[src/rtl/fp_mul_arb_pkg.sv]
// -----------------------------------------------------------------------------
// fp_mul_arb_pkg
// Shared definitions for the FP8 multiplier arbiter and other FP8 blocks.
//   state_t   : arbiter FSM states (IDLE, WAIT, RESP)
//   MAX_REQ   : largest supported requester count
//   FP8_*     : field positions of the 1|3|4 sign/exponent/mantissa format
// -----------------------------------------------------------------------------
package fp_mul_arb_pkg;

  typedef enum logic [1:0] {
    IDLE = 2'd0,
    WAIT = 2'd1,
    RESP = 2'd2
  } state_t;

  localparam int MAX_REQ = 4;

  // FP8 layout: [7] sign, [6:4] exponent, [3:0] mantissa, exponent bias 3.
  localparam int SIGN_BIT = 7;
  localparam int EXP_MSB  = 6;
  localparam int EXP_LSB  = 4;
  localparam int MAN_MSB  = 3;
  localparam int BIAS     = 3;
  localparam int FP8_W    = SIGN_BIT + 1;

endpackage

[src/rtl/fp_mul_rr_arbiter_if.sv]
// -----------------------------------------------------------------------------
// fp_mul_rr_arbiter_if
// Request/response channels between the operand loaders and the arbiter.
//   req_valid/req_ready : per-requester request handshake
//   req_a/req_b         : packed operands, slice i = [8*i+7:8*i]
//   rsp_valid/rsp_ready : per-requester response handshake
//   rsp_data            : product returned to the granted requester
// Modports: master = requester side, slave = arbiter side.
// -----------------------------------------------------------------------------
interface fp_mul_rr_arbiter_if #(
  parameter int NUM_REQ = 2
);
  import fp_mul_arb_pkg::*;

  logic [NUM_REQ-1:0]       req_valid;
  logic [NUM_REQ-1:0]       req_ready;
  logic [FP8_W*NUM_REQ-1:0] req_a;
  logic [FP8_W*NUM_REQ-1:0] req_b;
  logic [NUM_REQ-1:0]       rsp_valid;
  logic [NUM_REQ-1:0]       rsp_ready;
  logic [FP8_W-1:0]         rsp_data;

  modport master (
    output req_valid, req_a, req_b, rsp_ready,
    input  req_ready, rsp_valid, rsp_data
  );

  modport slave (
    input  req_valid, req_a, req_b, rsp_ready,
    output req_ready, rsp_valid, rsp_data
  );

endinterface

[src/rtl/fp_mul_rr_arbiter_rr_pick.sv]
// -----------------------------------------------------------------------------
// fp_mul_rr_arbiter_rr_pick
// Combinational round-robin selector: first set bit of req at or above ptr,
// wrapping to bit 0.
//   req   : request vector
//   ptr   : highest-priority index this cycle (always < NUM_REQ)
//   grant : one-hot grant (all zero when no request)
//   idx   : binary index of the granted request
//   any   : at least one request present
// -----------------------------------------------------------------------------
module fp_mul_rr_arbiter_rr_pick #(
  parameter int NUM_REQ = 2,
  parameter int ID_W    = 1
) (
  input  logic [NUM_REQ-1:0] req,
  input  logic [ID_W-1:0]    ptr,
  output logic [NUM_REQ-1:0] grant,
  output logic [ID_W-1:0]    idx,
  output logic               any
);

  // Rotate so that bit 0 of rot corresponds to requester ptr.
  logic [2*NUM_REQ-1:0] dbl;
  logic [NUM_REQ-1:0]   rot;

  assign dbl = {req, req} >> ptr;
  assign rot = dbl[NUM_REQ-1:0];

  always_comb begin
    int sum;
    // NOTE: every output gets a default before the search so no path leaves
    // a value unassigned; otherwise synthesis infers latches.
    any   = 1'b0;
    idx   = '0;
    grant = '0;
    sum   = 0;
    for (int k = 0; k < NUM_REQ; k++) begin
      if (!any && rot[k]) begin
        any = 1'b1;
        sum = int'(ptr) + k;
        if (sum >= NUM_REQ) sum = sum - NUM_REQ;
        idx = ID_W'(sum);
      end
    end
    for (int i = 0; i < NUM_REQ; i++) begin
      grant[i] = any && (idx == ID_W'(i));
    end
  end

endmodule

[src/rtl/fp_mul_rr_arbiter.sv]
// -----------------------------------------------------------------------------
// fp_mul_rr_arbiter
// Shares one external FP8 multiplier between NUM_REQ requesters with
// round-robin arbitration. Operands are registered toward the multiplier and
// the product is registered back to the granted requester.
//   clk, rst_n  : clock, asynchronous active-low reset
//   bus         : request/response channels (slave modport)
//   mul_a/mul_b : registered operands to the multiplier
//   mul_result  : multiplier output, sampled MUL_LAT cycles after operands
//   busy        : high while an operation is in flight (state != IDLE)
//   grant_id    : requester currently owning the multiplier
// Parameters: NUM_REQ (2..4), MUL_LAT (>=1, 1 = combinational multiplier).
// -----------------------------------------------------------------------------
module fp_mul_rr_arbiter
  import fp_mul_arb_pkg::*;
#(
  parameter int NUM_REQ = 2,
  parameter int MUL_LAT = 1
) (
  input  logic                       clk,
  input  logic                       rst_n,
  fp_mul_rr_arbiter_if.slave         bus,
  output logic [FP8_W-1:0]           mul_a,
  output logic [FP8_W-1:0]           mul_b,
  input  logic [FP8_W-1:0]           mul_result,
  output logic                       busy,
  output logic [$clog2(NUM_REQ)-1:0] grant_id
);

  localparam int              ID_W     = $clog2(NUM_REQ);
  localparam int              LAT_W    = (MUL_LAT > 1) ? $clog2(MUL_LAT) : 1;
  localparam logic [LAT_W-1:0] LAT_INIT = LAT_W'(MUL_LAT - 1);
  localparam logic [ID_W-1:0]  LAST_ID  = ID_W'(NUM_REQ - 1);

  state_t               state, state_nxt;
  logic [ID_W-1:0]      rr_ptr;
  logic [LAT_W-1:0]     lat_cnt;
  logic [NUM_REQ-1:0]   rsp_valid_q;
  logic [FP8_W-1:0]     rsp_data_q;

  logic [NUM_REQ-1:0]   pick_grant;
  logic [ID_W-1:0]      pick_idx;
  logic                 pick_any;
  logic [FP8_W-1:0]     sel_a;
  logic [FP8_W-1:0]     sel_b;
  logic                 rsp_hs;

  fp_mul_rr_arbiter_rr_pick #(
    .NUM_REQ (NUM_REQ),
    .ID_W    (ID_W)
  ) u_rr_pick (
    .req   (bus.req_valid),
    .ptr   (rr_ptr),
    .grant (pick_grant),
    .idx   (pick_idx),
    .any   (pick_any)
  );

  // Operand slice of the requester chosen this cycle.
  always_comb begin
    sel_a = '0;
    sel_b = '0;
    for (int i = 0; i < NUM_REQ; i++) begin
      if (pick_idx == ID_W'(i)) begin
        sel_a = bus.req_a[FP8_W*i +: FP8_W];
        sel_b = bus.req_b[FP8_W*i +: FP8_W];
      end
    end
  end

  // Next state and request acceptance. req_ready also depends on rst_n so a
  // requester holding valid during reset never sees a spurious accept.
  always_comb begin
    state_nxt     = state;
    bus.req_ready = '0;
    rsp_hs        = 1'b0;
    unique case (state)
      IDLE: begin
        if (rst_n) bus.req_ready = pick_grant;
        if (pick_any) state_nxt = WAIT;
      end
      WAIT: begin
        if (lat_cnt == '0) state_nxt = RESP;
      end
      RESP: begin
        rsp_hs = bus.rsp_ready[grant_id];
        if (rsp_hs) state_nxt = IDLE;
      end
      default: state_nxt = IDLE;
    endcase
  end

  // NOTE: all state below is updated with non-blocking assignments so every
  // register samples the pre-edge values, independent of statement order.
  always_ff @(posedge clk or negedge rst_n) begin
    if (!rst_n) begin
      state       <= IDLE;
      rr_ptr      <= '0;
      grant_id    <= '0;
      lat_cnt     <= '0;
      mul_a       <= '0;
      mul_b       <= '0;
      rsp_data_q  <= '0;
      rsp_valid_q <= '0;
    end else begin
      state <= state_nxt;
      unique case (state)
        IDLE: begin
          if (pick_any) begin
            mul_a    <= sel_a;
            mul_b    <= sel_b;
            grant_id <= pick_idx;
            lat_cnt  <= LAT_INIT;
          end
        end
        WAIT: begin
          if (lat_cnt == '0) begin
            rsp_data_q            <= mul_result;
            rsp_valid_q[grant_id] <= 1'b1;
          end else begin
            lat_cnt <= lat_cnt - 1'b1;
          end
        end
        RESP: begin
          // Priority moves past the requester just served, only once its
          // response has been consumed.
          if (rsp_hs) begin
            rsp_valid_q <= '0;
            rr_ptr      <= (grant_id == LAST_ID) ? '0 : grant_id + 1'b1;
          end
        end
        default: ;
      endcase
    end
  end

  assign busy          = (state != IDLE);
  assign bus.rsp_valid = rsp_valid_q;
  assign bus.rsp_data  = rsp_data_q;

endmodule

[src/flat_wrapper.sv]
// flat-port wrapper written by rule: the top's interface ports become plain ports
module fp_mul_rr_arbiter_flat import fp_mul_arb_pkg::*;
#(
  parameter int NUM_REQ = 2,
  parameter int MUL_LAT = 1
)
  (clk, rst_n, mul_a, mul_b, mul_result, busy, grant_id, bus_req_valid, bus_req_a, bus_req_b, bus_rsp_ready, bus_req_ready, bus_rsp_valid, bus_rsp_data);
  fp_mul_rr_arbiter_if #(.NUM_REQ(NUM_REQ)) bus_i ();
  input  logic clk;
  input  logic rst_n;
  output logic [FP8_W-1:0] mul_a;
  output logic [FP8_W-1:0] mul_b;
  input  logic [FP8_W-1:0] mul_result;
  output logic busy;
  output logic [$clog2(NUM_REQ)-1:0] grant_id;
  input wire logic [$bits(bus_i.req_valid)-1:0] bus_req_valid;
  input wire logic [$bits(bus_i.req_a)-1:0] bus_req_a;
  input wire logic [$bits(bus_i.req_b)-1:0] bus_req_b;
  input wire logic [$bits(bus_i.rsp_ready)-1:0] bus_rsp_ready;
  output wire logic [$bits(bus_i.req_ready)-1:0] bus_req_ready;
  output wire logic [$bits(bus_i.rsp_valid)-1:0] bus_rsp_valid;
  output wire logic [$bits(bus_i.rsp_data)-1:0] bus_rsp_data;
  assign bus_i.req_valid = bus_req_valid;
  assign bus_i.req_a = bus_req_a;
  assign bus_i.req_b = bus_req_b;
  assign bus_i.rsp_ready = bus_rsp_ready;
  assign bus_req_ready = bus_i.req_ready;
  assign bus_rsp_valid = bus_i.rsp_valid;
  assign bus_rsp_data = bus_i.rsp_data;
  fp_mul_rr_arbiter #(.NUM_REQ(NUM_REQ), .MUL_LAT(MUL_LAT)) u_core (.clk(clk), .rst_n(rst_n), .bus(bus_i), .mul_a(mul_a), .mul_b(mul_b), .mul_result(mul_result), .busy(busy), .grant_id(grant_id));
endmodule
[config.mk]
export PLATFORM = sky130hd
export DESIGN_NAME = fp_mul_rr_arbiter_flat
export DESIGN_NICKNAME = d
export VERILOG_FILES = /design/src/rtl/fp_mul_arb_pkg.sv /design/src/rtl/fp_mul_rr_arbiter_if.sv /design/src/rtl/fp_mul_rr_arbiter_rr_pick.sv /design/src/rtl/fp_mul_rr_arbiter.sv /design/src/flat_wrapper.sv
export SDC_FILE = /design/constraint.sdc
export NUM_CORES = 1
export LEC_CHECK = 0
export ABC_CLOCK_PERIOD_IN_PS = 1600
export CAP_MARGIN = 20
export CELL_PAD_IN_SITES_DETAIL_PLACEMENT = 1
export CELL_PAD_IN_SITES_GLOBAL_PLACEMENT = 1
export CORE_MARGIN = 2
export CORE_UTILIZATION = 29
export DETAILED_ROUTE_END_ITERATION = 8
export PLACE_DENSITY_LB_ADDON = 0.1
export RECOVER_POWER = 25
export SLEW_MARGIN = 0
export SYNTH_ARGS = -nofsm -noshare
export SYNTH_HDL_FRONTEND = slang
export SYNTH_HIERARCHICAL = 1
export SYNTH_SLANG_ARGS = --single-unit
[constraint.sdc]
create_clock -name clk -period 1.6 [get_ports clk]
set_input_delay 0.16 -clock clk [delete_from_list [all_inputs] [get_ports clk]]
set_output_delay 0.16 -clock clk [all_outputs]
set_load 0.01 [all_outputs]
==> summary.md <==
| Metric | Value |
|---|---|
| Run status | `completed` |
| Layout Skew | `0.00380 ns` |
| Most frequent cells in the layout | `72 x clkdlybuf4s50_1, 30 x dfrtp_1, 16 x nor2_1, 16 x mux2i_1, 13 x a21oi_2` |
| Worst Path Buf+Inv | `2` |
| Sequential fraction of the synthesis area | `0.529` |
| Layout cells sized above 1 | `0.215` |
| Die X | `74.0 um` |
| Synthesis-to-finish area growth | `68.0%` |
| Post-DR vias/cell | `4.44` |
| DIE AREA | `5470 um2` |
| Initial core utilization | `0.301` |
| Clock Path Buffers | `2` |
| FMAX | `669 MHz` |
| Slew Limit Fails | `0` |
| PortBufs | `75` |
| CP Data Required Time | `1.44 ns` |
| Hold WC Path Type | `input port to asynchronous set/reset pin` |
| Place WS | `-0.153 ns` |
| Hold Fails Final Rpt | `0` |
| Leak pwr | `0.981 nW` |
| R2r setup slk | `0.24 ns` |
| Hold buffer count at cts | `0` |
| Worst rel slew slack | `0.559` |
| Final setup violation count | `0` |
| Synth Net Count | `165` |
| CTS root buf | `clkbuf_8` |
| Global Route Usage Sum | `0.153` |
| Die height | `74.0 um` |
| Crit path depth | `3` |
| Setup CP Type | `flop to output pin` |
| Delay-heaviest family, CP | `buffers and inverters` |
| Tot Pwr | `0.00414 W` |
| Avg Cell Area, Syn | `11.9 um2` |
| Peak VDD IR | `0.649 mV` |
| Setup crit start kind | `flop` |
| CP Cell Sequence | `nor2_2, inv_1, clkdlybuf4s50_1` |
| WL/cell | `13.8 um` |
| Initial DRC count | `31` |
| Syn Inst Count | `119` |
| Final worst slack | `0.105 ns` |
| Commonest non-fill, non-tap cell in the layout | `clkdlybuf4s50_1` |
| Vias in the first global route | `1321` |
| Clock latency on the worst-skew pair | `0.27 ns` |
| Gpl congestion | `0.770` |
| Max-Cap Viols | `0` |
| Cell count of the worst reg-to-reg path | `5` |
| # clock sinks | `30` |
| CTS tree | `done` |
| Maximum number of pins on one net before global-route repair | `34` |
| CP peak stage delay | `0.47 ns` |
| Cell Area, Synth | `1420 um2` |
| FF+latch count, synth | `30` |
| Core Region | `4720 um2` |
| Fin Hold WS | `0.407 ns` |
| Crit-path max FO | `3` |
| # DRC | `0` |
| Initial antenna violation count | `0` |
| RSZ-0062 raised after global routing | `false` |
| # IOs | `76` |
| N_diodes | `0` |
| Layout Cells excl Fill | `272` |
| # placed instances | `263` |
| Antenna viol nets, final | `0` |
| Overall via count from detail_route | `1207` |
| Grt ovf | `0` |
| Pwr/cell area | `1740 nW/um2` |
| Number of H-tree levels | `2` |
| Drt first pass iters | `4` |
| Min Tclk post-route | `1.49 ns` |
| CP endpoint kind | `output pin` |
| Clock transition at path regs | `0.06 ns` |
| Util after Layout | `0.505` |
| CTS Buf Count | `5` |
| Period Utilization, post-route | `0.934` |
| Post-synthesis cell type count | `22` |
| WL final | `3.75 mm` |
| DP HPWL | `2.97 mm` |
| Worst slew pin tran | `0.662 ns` |
| CP max stage cell | `clkdlybuf4s50_1` |
| CP arrival | `1.33 ns` |
| Rows | `25` |
| Final Net Count | `250` |
| First-pass GRT wire length | `6.33 mm` |
| Syn. warnings | `6` |
registers in the layout (all words and copies together) (netlist names):
register              cells
u_core/bus.rsp_data       8
u_core/mul_a              8
u_core/mul_b              8
u_core/bus.rsp_valid      2
u_core/state              2
u_core/grant_id           1
u_core/rr_ptr             1
worst reg2reg max path, cell delays in order, from the launching register on:
cell and delay [ns]:
dfrtp_1 0.39, buf_4 0.17, nor3b_4 0.27, buf_12 0.24, nor2_1 0.07, a21oi_1 0.14
Yosys cell counts:
cell | count | share of area
a31oi_1 | 1 | 0.0044
a21bo_2 | 1 | 0.0070
nor3b_4 | 1 | 0.013
dfrtp_1 | 30 | 0.53
a21boi_0 | 3 | 0.016
buf_4 | 3 | 0.016
and3_1 | 2 | 0.0088
nor2b_1 | 3 | 0.013
mux2_2 | 9 | 0.071
mux2i_1 | 16 | 0.11
inv_1 | 3 | 0.0079
a21oi_2 | 13 | 0.080
buf_2 | 1 | 0.0035
nor2_2 | 3 | 0.013
o21ai_0 | 1 | 0.0035
a21oi_1 | 6 | 0.021
or2_1 | 1 | 0.0044
a21o_1 | 1 | 0.0053
o21bai_1 | 1 | 0.0053
buf_6 | 2 | 0.016
nor3_1 | 1 | 0.0035
nor2_1 | 17 | 0.045
cell type report:
cell class / instances / area [um2]
clock buffers: 7 / 86.3
clock inverters: 1 / 5.00
fillers: 510 / 2340
inverters: 3 / 11.3
multi-input cells: 80 / 614
flip-flops and latches: 30 / 751
well taps: 67 / 83.8
repair buffers: 84 / 835
stage by stage:
| step | setup TNS, ns | cell area [um2] |
|---|---|---|
| 6_report | 0 | 2390 |
| 5_1_grt | 0 | 2390 |
| 4_1_cts | 0 | 2390 |
| 3_5_place_dp | -0.405 | 2290 |
| 3_3_place_gp | -0.119 | 2290 |
| 2_1_floorplan | 0 | 1420 |
final timing paths:
check,startpoint,to
worst max register to register,u_core/state[0]$_DFFE_PN0P_,u_core/mul_b[1]$_DFFE_PN0P_
worst max-delay path,u_core/state[0]$_DFFE_PN0P_,busy
min in group clk,mul_result[3],u_core/bus.rsp_data[3]$_DFFE_PN0P_
worst min register to register,u_core/bus.rsp_data[0]$_DFFE_PN0P_,u_core/bus.rsp_data[0]$_DFFE_PN0P_
worst min-delay path,rst_n,u_core/mul_a[4]$_DFFE_PN0P_
max in group asynchronous,rst_n,u_core/mul_b[0]$_DFFE_PN0P_
logic make-up after synthesis:
| logic type | synth area share |
|---|---|
| mux | 0.184 |
| flops | 0.529 |
| buf+inv | 0.0432 |
| compound gates | 0.143 |
| simple gates | 0.101 |
report_power, final:
group | internal [W] | leakage, nW | switching [W] | total, W
sequential | 0.00114 | 0.344 | 0.000220 | 0.00136
clock | 0.000346 | 0.0482 | 0.000266 | 0.000613
combinational | 0.00124 | 0.589 | 0.000929 | 0.00217
repair_timing:
| action | CTS | global route |
|---|---|---|
| endpoints found under the setup margin | 2 | 1 |
| pin swaps | 0 | 0 |
| buffers inserted | 1 | 0 |
| gates resized for setup | 2 | 1 |
per-layer routing:
metal  vias to the layer above  part of all wire  wire [um]  global-route usage
li1                        580                 -          -                   -
met1                       588              0.37       1390               0.175
met2                        37              0.56       2110               0.274
met3                         2             0.061        228              0.0501
met4                         0            0.0061         23              0.0424
met5                         -                 0          0                   0
Note: power is estimated with default switching activity, not from simulation.
==> patch: new RTL, same settings <==
Re-encode `state_t` (3 states) as one-hot, 3 bits wide.
--- a/src/rtl/fp_mul_arb_pkg.sv
+++ b/src/rtl/fp_mul_arb_pkg.sv
@@ -8,8 +8,8 @@
 package fp_mul_arb_pkg;
 
-  typedef enum logic [1:0] {
-    IDLE = 2'd0,
-    WAIT = 2'd1,
-    RESP = 2'd2
+  typedef enum logic [2:0] {
+    IDLE = 3'b001,
+    WAIT = 3'b010,
+    RESP = 3'b100
   } state_t;
 
Function: no difference found for any inputs over 10 cycles, from zero or initial values and one cycle with rst_n low; not proved beyond that.
==> patch against the original RTL <==
- synthesized area up 1.1%
- cell area is 1.2% lower
- critical path depth down 2
- core utilization fell by 0.94 points
- power shrank 5.9%
- sequential cell count is 1 higher
- routed wire length up 3.0%
- setup slack got worse by 0.024 ns
- highest routed layer unchanged
- sequential share of layout area is 1.5 points higher
- largest cell class unchanged
- clock skew hardly changed
==> patch: results (changes against the original RTL) <==
* Global-route wire length before repair at 6.147 mm (-2.8%)
* Detailed placement HPWL at 3.035 mm (+2.3%)
* Max rail drop VDD at 726.0 µV (+12%)
* GR Util met3 at 5.285% (+0.27 points)
* Clock Skews at 0.004059 ns (+0.0002552 ns)
* GPL Wtd Cong at 0.6746 (-12%)
* Crit path to: grant_id
* Critical Path AT at 1.36 ns (+0.03 ns)
* Unique masters post-synth at 26 (+18%)
* Slew at the pin with the worst max-slew slack at 0.7906 ns (+0.1289 ns)
* Vias in the first global route at 1313 (-0.61%)
* Placed Area at 2286 µm² (-0.33%)
* FF-to-FF Start: u_core/state[0]$_DFFE_PN1P_
* Seq/Total Area, Yosys at 54.09% (+1.2 points)
* Post-synth top cells: dfrtp_1 (30), a21oi_1 (19), nor2_1 (18)
* First DRT Iteration DRCs at 21 (-32%)
* CP max FO at 8 (+5)
* Layout cells sized above 1 at 14.56% (-6.9 points)
* Grt met1 use at 16.84% (-0.64 points)
* Flop2flop setup slack at 0.15 ns (-0.09 ns)
* GRT Util Overall at 15.02% (-0.29 points)
* Delay of the slowest cell on the worst path at 0.60 ns (+0.13 ns)
* Reg2reg end: u_core/mul_b[2]$_DFFE_PN0P_
* Mapped Nets at 169 (+2.4%)
* GR Util met2 at 26.06% (-1.3 points)
* Status: finished clean
* Top cells by area, synth: dfrtp_1 (52%), mux2i_1 (12%), a21oi_1 (6.6%)
* Lkg Pwr at 1.012 nW (+3.2%)
* Post-DR vias/cell at 4.520 (+1.9%)
* Crit. Startpoint: u_core/grant_id$_DFFE_PN0P_
* Met3 Wirelength at 304 µm (+33%)
* Buf/Inv on CP at 1 (-1)
* HP Class: input port to register
* Filler cell count at 526 (+3.1%)
* Largest net degree at the start of global routing at 32 (-5.9%)
* WL met1 at 1.548 mm (+12%)
* Final wirelength at 3.862 mm (+3.0%)
[patch: how the worst min path moves through the flow]
stage,end,slack (ns),cells past startpoint
final,u_core/bus.rsp_data[6]$_DFFE_PN0P_,0.49,2
after global routing,u_core/bus.rsp_data[6]$_DFFE_PN0P_,0.50,2
after CTS,u_core/rr_ptr$_DFFE_PN0P_,0.36,2
after detailed placement,u_core/bus.rsp_data[5]$_DFFE_PN0P_,0.50,1
after global placement,u_core/bus.rsp_data[0]$_DFFE_PN0P_,0.49,1
after floorplan,u_core/bus.rsp_data[0]$_DFFE_PN0P_,-0.14,0
[patch: what timing repair did]
action | in CTS | in global routing
buffers inserted | 1 | 0
cloned | 0 | 0
endpoints found under the setup margin | 3 | 2
resized for setup | 3 | 3
hold buffers | 0 | 0
[patch: power breakdown]
| group | internal (mW) | switching, mW | leakage, nW | total (mW) |
|---|---|---|---|---|
| clock network | 0.289 | 0.261 | 0.0371 | 0.551 |
| logic | 1.14 | 0.827 | 0.620 | 1.97 |
| registers | 1.16 | 0.212 | 0.355 | 1.38 |
| total | 2.59 | 1.30 | 1.01 | 3.89 |
[patch: final cells by class]
class                      count  area, µm²  area share (%)
sequential                    31      777.0           32.96
multi-input combinational     82      586.8           24.89
clock buffer                   6      72.57           3.079
inverter                       2      7.507          0.3185
tap                           67      83.83           3.556
timing repair buffer          85      829.5           35.19
[patch: per-stage QoR]
step,cells,setup slack (ns),setup TNS [ns]
2_1_floorplan,123,0.2230,0
3_3_place_gp,266,-0.06171,-0.1153
3_5_place_dp,266,-0.1255,-0.4305
4_1_cts,273,0.03088,0
5_1_grt,273,0.004036,0
6_report,273,0.08079,0
[patch: kinds of logic after synthesis]
kind of cell / after synthesis
multiplexers: 26
flip-flops: 31
buffers and inverters: 10
AND/OR/NAND/NOR: 30
AO/OA/AOI/OAI: 26
